### src/rtl/sc_prod_ctr.sv
// Stochastic-computing product counter: combines generator stream bits, counts ones
// per period, and presents each period's count on a valid/ready port.
// Optional: define SC_PROD_CYCLE_CNT_EN to add out_len (en-qualified cycles per period).
module sc_prod_ctr #(
    parameter int NUM_INPUTS = 8,
    parameter int CNT_WIDTH  = 16,
    parameter int MODE       = 0
) (
    input  logic                  clk,
    input  logic                  rst_n,
    input  logic                  en,
    input  logic [NUM_INPUTS-1:0] Xs,
    input  logic                  done,
    input  logic                  clr,
    input  logic                  out_ready,
    output logic                  out_valid,
    output logic [CNT_WIDTH-1:0]  out_cnt,
`ifdef SC_PROD_CYCLE_CNT_EN
    output logic [CNT_WIDTH-1:0]  out_len,
`endif
    output logic                  overrun
);

    localparam logic [CNT_WIDTH-1:0] CNT_MAX = '1;
    localparam logic [CNT_WIDTH-1:0] CNT_ONE = CNT_WIDTH'(1);

    logic b;
    logic inc;

    generate
        if (MODE == 2) begin : g_xor
            assign b = Xs[0] ^ Xs[1];
        end else if (MODE == 1) begin : g_or
            assign b = |Xs;
        end else begin : g_and
            assign b = &Xs;
        end
    endgenerate

    assign inc = b & en;

    logic [CNT_WIDTH-1:0] acc_q, acc_d;
    logic [CNT_WIDTH-1:0] cnt_q, cnt_d;
    logic                 vld_q, vld_d;
    logic                 ovr_q, ovr_d;
    logic                 cap;
    logic                 take;

    assign cap  = done & ~clr;
    // A capture may replace the held result only if it is empty or leaving this edge.
    assign take = cap & (~vld_q | out_ready);

    always_comb begin
        acc_d = acc_q;
        if (clr) begin
            acc_d = '0;
        end else if (done) begin
            acc_d = CNT_WIDTH'(inc);
        end else if (inc && (acc_q != CNT_MAX)) begin
            acc_d = acc_q + CNT_ONE;
        end
    end

    always_comb begin
        cnt_d = cnt_q;
        vld_d = vld_q;
        ovr_d = ovr_q;
        if (clr) begin
            cnt_d = '0;
            vld_d = 1'b0;
            ovr_d = 1'b0;
        end else if (cap) begin
            if (take) begin
                cnt_d = acc_q;
                vld_d = 1'b1;
            end else begin
                ovr_d = 1'b1;
            end
        end else if (vld_q && out_ready) begin
            vld_d = 1'b0;
        end
    end

    always_ff @(posedge clk or negedge rst_n) begin
        if (!rst_n) begin
            acc_q <= '0;
            cnt_q <= '0;
            vld_q <= 1'b0;
            ovr_q <= 1'b0;
        end else begin
            acc_q <= acc_d;
            cnt_q <= cnt_d;
            vld_q <= vld_d;
            ovr_q <= ovr_d;
        end
    end

    assign out_valid = vld_q;
    assign out_cnt   = cnt_q;
    assign overrun   = ovr_q;

`ifdef SC_PROD_CYCLE_CNT_EN
    logic [CNT_WIDTH-1:0] lacc_q, lacc_d;
    logic [CNT_WIDTH-1:0] len_q, len_d;

    always_comb begin
        lacc_d = lacc_q;
        if (clr) begin
            lacc_d = '0;
        end else if (done) begin
            lacc_d = CNT_WIDTH'(en);
        end else if (en && (lacc_q != CNT_MAX)) begin
            lacc_d = lacc_q + CNT_ONE;
        end
    end

    // Length travels with the count: same capture/clear conditions.
    always_comb begin
        len_d = len_q;
        if (clr) begin
            len_d = '0;
        end else if (take) begin
            len_d = lacc_q;
        end
    end

    always_ff @(posedge clk or negedge rst_n) begin
        if (!rst_n) begin
            lacc_q <= '0;
            len_q  <= '0;
        end else begin
            lacc_q <= lacc_d;
            len_q  <= len_d;
        end
    end

    assign out_len = len_q;
`endif

endmodule

### config.mk
export PLATFORM = sky130hd
export DESIGN_NAME = sc_prod_ctr
export DESIGN_NICKNAME = d
export VERILOG_FILES = /design/src/rtl/sc_prod_ctr.sv
export SDC_FILE = /design/constraint.sdc
export NUM_CORES = 1
export LEC_CHECK = 0
export CAP_MARGIN = 0
export CORE_MARGIN = 8
export CORE_UTILIZATION = 35
export DETAILED_ROUTE_END_ITERATION = 12
export MAX_ROUTING_LAYER = met4
export PLACE_DENSITY = 0.57
export SYNTH_ARGS = -nofsm -noshare
export SYNTH_HDL_FRONTEND = slang
export SYNTH_SLANG_ARGS = --single-unit
### constraint.sdc
create_clock -name clk -period 2 [get_ports clk]
set_input_delay 0.4 -clock clk [delete_from_list [all_inputs] [get_ports clk]]
set_output_delay 0.4 -clock clk [all_outputs]
set_load 0.03 [all_outputs]
* Word-level counts from Yosys, hierarchy flattened
Index checks and enable logic that the tools add are counted.
** Storage, ports and cells
- Register bits :: 34
- Word-level logic and storage cells :: 37
** Cells by class
- Add/sub/neg operators :: 1
- Eq/ne operators :: 3
- Mux-type cells :: 13
- Bitwise operators :: 6
- Reductions and logical operators :: 10
** Operator list (count)
- two-way mux 16 bit :: 6
- adder 16 x 1 -> 16 bit, second input constant :: 1
- != test 16 bit, second input constant :: 1
- AND reduction 8 bit :: 1
- two-way mux 1 bit :: 7
- AND reduction 2 bit :: 3
- nonzero test 3 bit :: 2
- nonzero test 2 bit :: 2
- bitwise AND 1 bit :: 3
- != test 3 x 2 -> 1 bit, second input constant :: 1
- logical AND 1 bit :: 2
- != test 2 bit, second input constant :: 1
- NOT 1 bit :: 2
- bitwise OR 1 bit :: 1

* Logic depth before layout (Yosys ltp)
- Depth after elaboration :: 6
- Gate-level depth with buffers :: 6
- Gate-level depth less buffers :: 5

* Worst setup path after synthesis
No wires, ideal clock.
- Kind :: reg-to-reg
- From :: register acc_q[1]
- To :: register acc_q[0]
- Setup time :: 0.095 ns
- Data arrival time :: 1.741 ns
- Required time :: 1.905 ns
- Setup slack :: 0.163 ns
- Stages on the path, launching flop included :: 7
- Period minus slack after synthesis :: 1.837 ns
- Cell sequence :: dfrtp_1 ha_1 nand4_1 or4_1 clkbuf_2 a2111o_1 o31ai_1
** Between the ends
- Cells in the longest elaborated chain, start to end :: 3
** RTL lines
- start: declaration :: RTL line 42 : logic [CNT_WIDTH-1:0] acc_q, acc_d;
- start signal: assignment :: RTL line 86 : acc_q <= '0;
- start signal: assignment :: RTL line 91 : acc_q <= acc_d;
- != test 16 bit :: RTL line 59 : end else if (inc && (acc_q != CNT_MAX)) begin
- logical AND 1 bit :: RTL line 59
- nonzero test 3 bit (no source line)
No other way between the ends.
A chain may end at the register's enable or synchronous reset.

* Final worst setup path
- From :: input Xs[0]
- To :: register acc_q[6]
** Between the ends
- Cells in the longest elaborated chain, start to end :: 4
** RTL lines
- start: declaration :: RTL line 12 : input logic [NUM_INPUTS-1:0] Xs,
- AND reduction 8 bit :: RTL line 36 : assign b = &Xs;
- bitwise AND 1 bit :: RTL line 40 : assign inc = b & en;
- logical AND 1 bit :: RTL line 59
- nonzero test 3 bit (no source line)
No other way between the ends.

==> run metrics <==
gr ovfl total 0; Synth Register Bits 34; sequential area share after synthesis 51.87%; share of cells above drive strength 1 22.43%; type of origin of the critical path input pin; gr usage total 13.20%; die width 84.46 µm; post-synth top area share 51.87%; post-route ant nets 0; hold_buf cts 0; crit-path leading delay family simple AND/OR/NAND/NOR gates; Area Overhead vs Synth 42.26%; # IOs 32; # Post-CTS Setup Buffers 0; # H-tree levels 2; Core Region 4629 µm²; register area 850.8 µm²; die area 7133 µm²; WP buf/inv 2; fin crit share 98.36%; Slew Viols, Final 0; total CTS buffers 5; clk sink count 34; first-pass GRT wire length 7300 µm; critical path's slowest cell or4_1; top post-synthesis cells by count dfrtp_1, a22o_1, nand2_1, a21oi_1, nand3_1; Worst Hold Class flop to flop; Syn Nets 175; crit-path max cell delay 0.52 ns; count leader, synth dfrtp_1; fraction of registers with async set/reset 100.0%; drt pass-1 iters 4; hold wc startpoint out_cnt[0]$_DFFE_PN0P_; Critical R2R Launch acc_q[2]$_DFFE_PN0P_; Final nets 228; Final Skew 0.005462 ns; vias in the first global route 1,568; Main synth FF type dfrtp_1; Mapped Area 1640 µm²; RR Endpoint acc_q[3]$_DFFE_PN0P_; Clock Latency Late Sink 0.29 ns; max-cap violations 0; Worst Setup End Kind flop; synth top area cells dfrtp_1, a22o_1, a21oi_1; PD cells 564.1 nW/µm²; detailed-placement wirelength estimate 3177 µm; WL per Instance 16.55 µm; vias per cell 5.668; status completed; fillers 431; CTS Root Cell clkbuf_8; RD Place Congestion 0.8405; Critical path origin Xs[0]; PortBufs 31; Cells after Synth 160; leakage power 0.9979 nW; CTS Buffer Depth 2; antenna violations before repair 0; Clock Pin Slew Worst Setup and Hold Paths 0.07 ns; Die Y 84.46 µm; Max transition margin 50.83%; Worst EP arrival 2.18 ns; CTS tree built; worst reg-to-reg setup slack 0.11 ns; CP Data Required Time 2.21 ns; final setup violating endpoints 0; Hold Path Stages 2; cell accounting for the most synthesized area dfrtp_1; Setup CP Type input pin to flop; DRC viols 0; largest net degree at the start of global routing 35; Initial DRC Count 82; Ys Warns 0; worst slew pin tran 0.7318 ns; # rows 25; DRT Wirelength 4435 µm; worst setup margin 0.03277 ns; number of synthesized flops with an enable pin 0; Max VDD drop 0.3216 mV; Critical Path Fanout Max 5; Synth Area per Inst 10.25 µm²; # diodes 0; worst reg2reg path depth 5; Unique masters post-synth 37; crit path time final 1.967 ns; worst hold endpoint out_cnt[0]$_DFFE_PN0P_; Achievable Freq 508.3 MHz; via count 1,519; Final Hold Fails 0; Pwr Total 1.316 mW; area occupied by multi-input gates 804.5 µm²; Starting Density 35.43%; worst path cell trace clkdlybuf4s50_1, nand3_2, or3_4, buf_6, or4_1, a21oi_2; final core utilization 50.41%; pre-CTS setup slack -0.3844 ns
==> tightest hold or removal path, delay by kind of cell (launching register included) <==
family / cells / cell delay [ns]
DFF: 1 / 0.35
and+or+nand+nor: 1 / 0.05
AOI/OAI and AO/OA: 1 / 0.06
==> report_power, final <==
| part | switching [mW] | total (mW) | internal, mW |
|---|---|---|---|
| clock network | 0.245 | 0.522 | 0.277 |
| registers | 0.00158 | 0.692 | 0.690 |
| logic | 0.0591 | 0.102 | 0.0428 |
==> timing repair <==
action / CTS / global route
pin swaps: 1 / 6
setup endpoints to repair: 9 / 10
gates resized for setup: 2 / 17
gates cloned: 0 / 0
==> cell families after synthesis <==
logic type / count (synthesis) / synth area share [%]
buffers and inverters: 12 / 2.898
flip-flops: 34 / 51.87
adder cells (fa/ha/maj): 1 / 0.7627
multiplexers: 6 / 3.738
AND/OR/NAND/NOR: 67 / 23.11
AO/OA/AOI/OAI: 40 / 17.62
==> final cells by class <==
class | count | share of cell area (%)
sequential | 34 | 36.46
clock buffer | 7 | 3.700
inverter | 3 | 0.4826
multi-input combinational | 114 | 34.48
tap | 54 | 2.895
timing repair buffer | 55 | 21.77
clock inverter | 1 | 0.2145
==> layout by cell type, fill, tap and decap left out, drive strengths merged, types with 2 or more instances in the layout <==
cell / synthesis / routed
o31ai: 5 / 5
dfrtp: 34 / 34
nand4: 7 / 7
nor3: 3 / 3
nand3: 8 / 8
nor4: 5 / 5
nand2: 14 / 14
nor2: 7 / 7
clkdlybuf4s50: 0 / 27
a22o: 14 / 14
mux2i: 5 / 5
or3: 7 / 7
dlymetal6s2s: 0 / 4
or4: 7 / 7
inv: 3 / 3
and2: 2 / 2
and4: 2 / 2
buf: 2 / 24
clkbuf: 7 / 7
o21ai: 4 / 4
a21oi: 11 / 11
==> state kept, by name, indices dropped and copies added (netlist names) <==
| signal | count |
|---|---|
| acc_q | 16 |
| overrun | 1 |
| out_cnt | 16 |
| out_valid | 1 |
==> metrics by stage <==
stage	cell area (µm²)	hold slack (ns)	instances	setup TNS, ns
after floorplan	1640	0.1044	160	0
after global placement	2162	0.4757	260	-3.354
after detailed placement	2162	0.4778	260	-3.763
after CTS	2262	0.4938	268	-0.1733
after global routing	2333	0.5310	268	-0.004357
final	2333	0.4909	268	0
==> how the worst max path moves through the flow <==
stage	cells past startpoint	endpoint
CTS	7	acc_q[10]$_DFFE_PN0P_
global placement	6	acc_q[4]$_DFFE_PN0P_
floorplan	6	acc_q[0]$_DFFE_PN0P_
global route	6	acc_q[6]$_DFFE_PN0P_
detailed placement	6	acc_q[3]$_DFFE_PN0P_
finish	6	acc_q[6]$_DFFE_PN0P_
==> layer usage <==
layer | GRT usage [%] | wire (µm) | up-vias
met3 | 3.610 | 245 | 6
met4 | 7.605 | 67 | 0
met1 | 14.38 | 1970 | 731
li1 | - | - | 723
met5 | - | 0 | -
met2 | 21.28 | 2151 | 59
No activity file was read; power rests on OpenSTA's default activity.
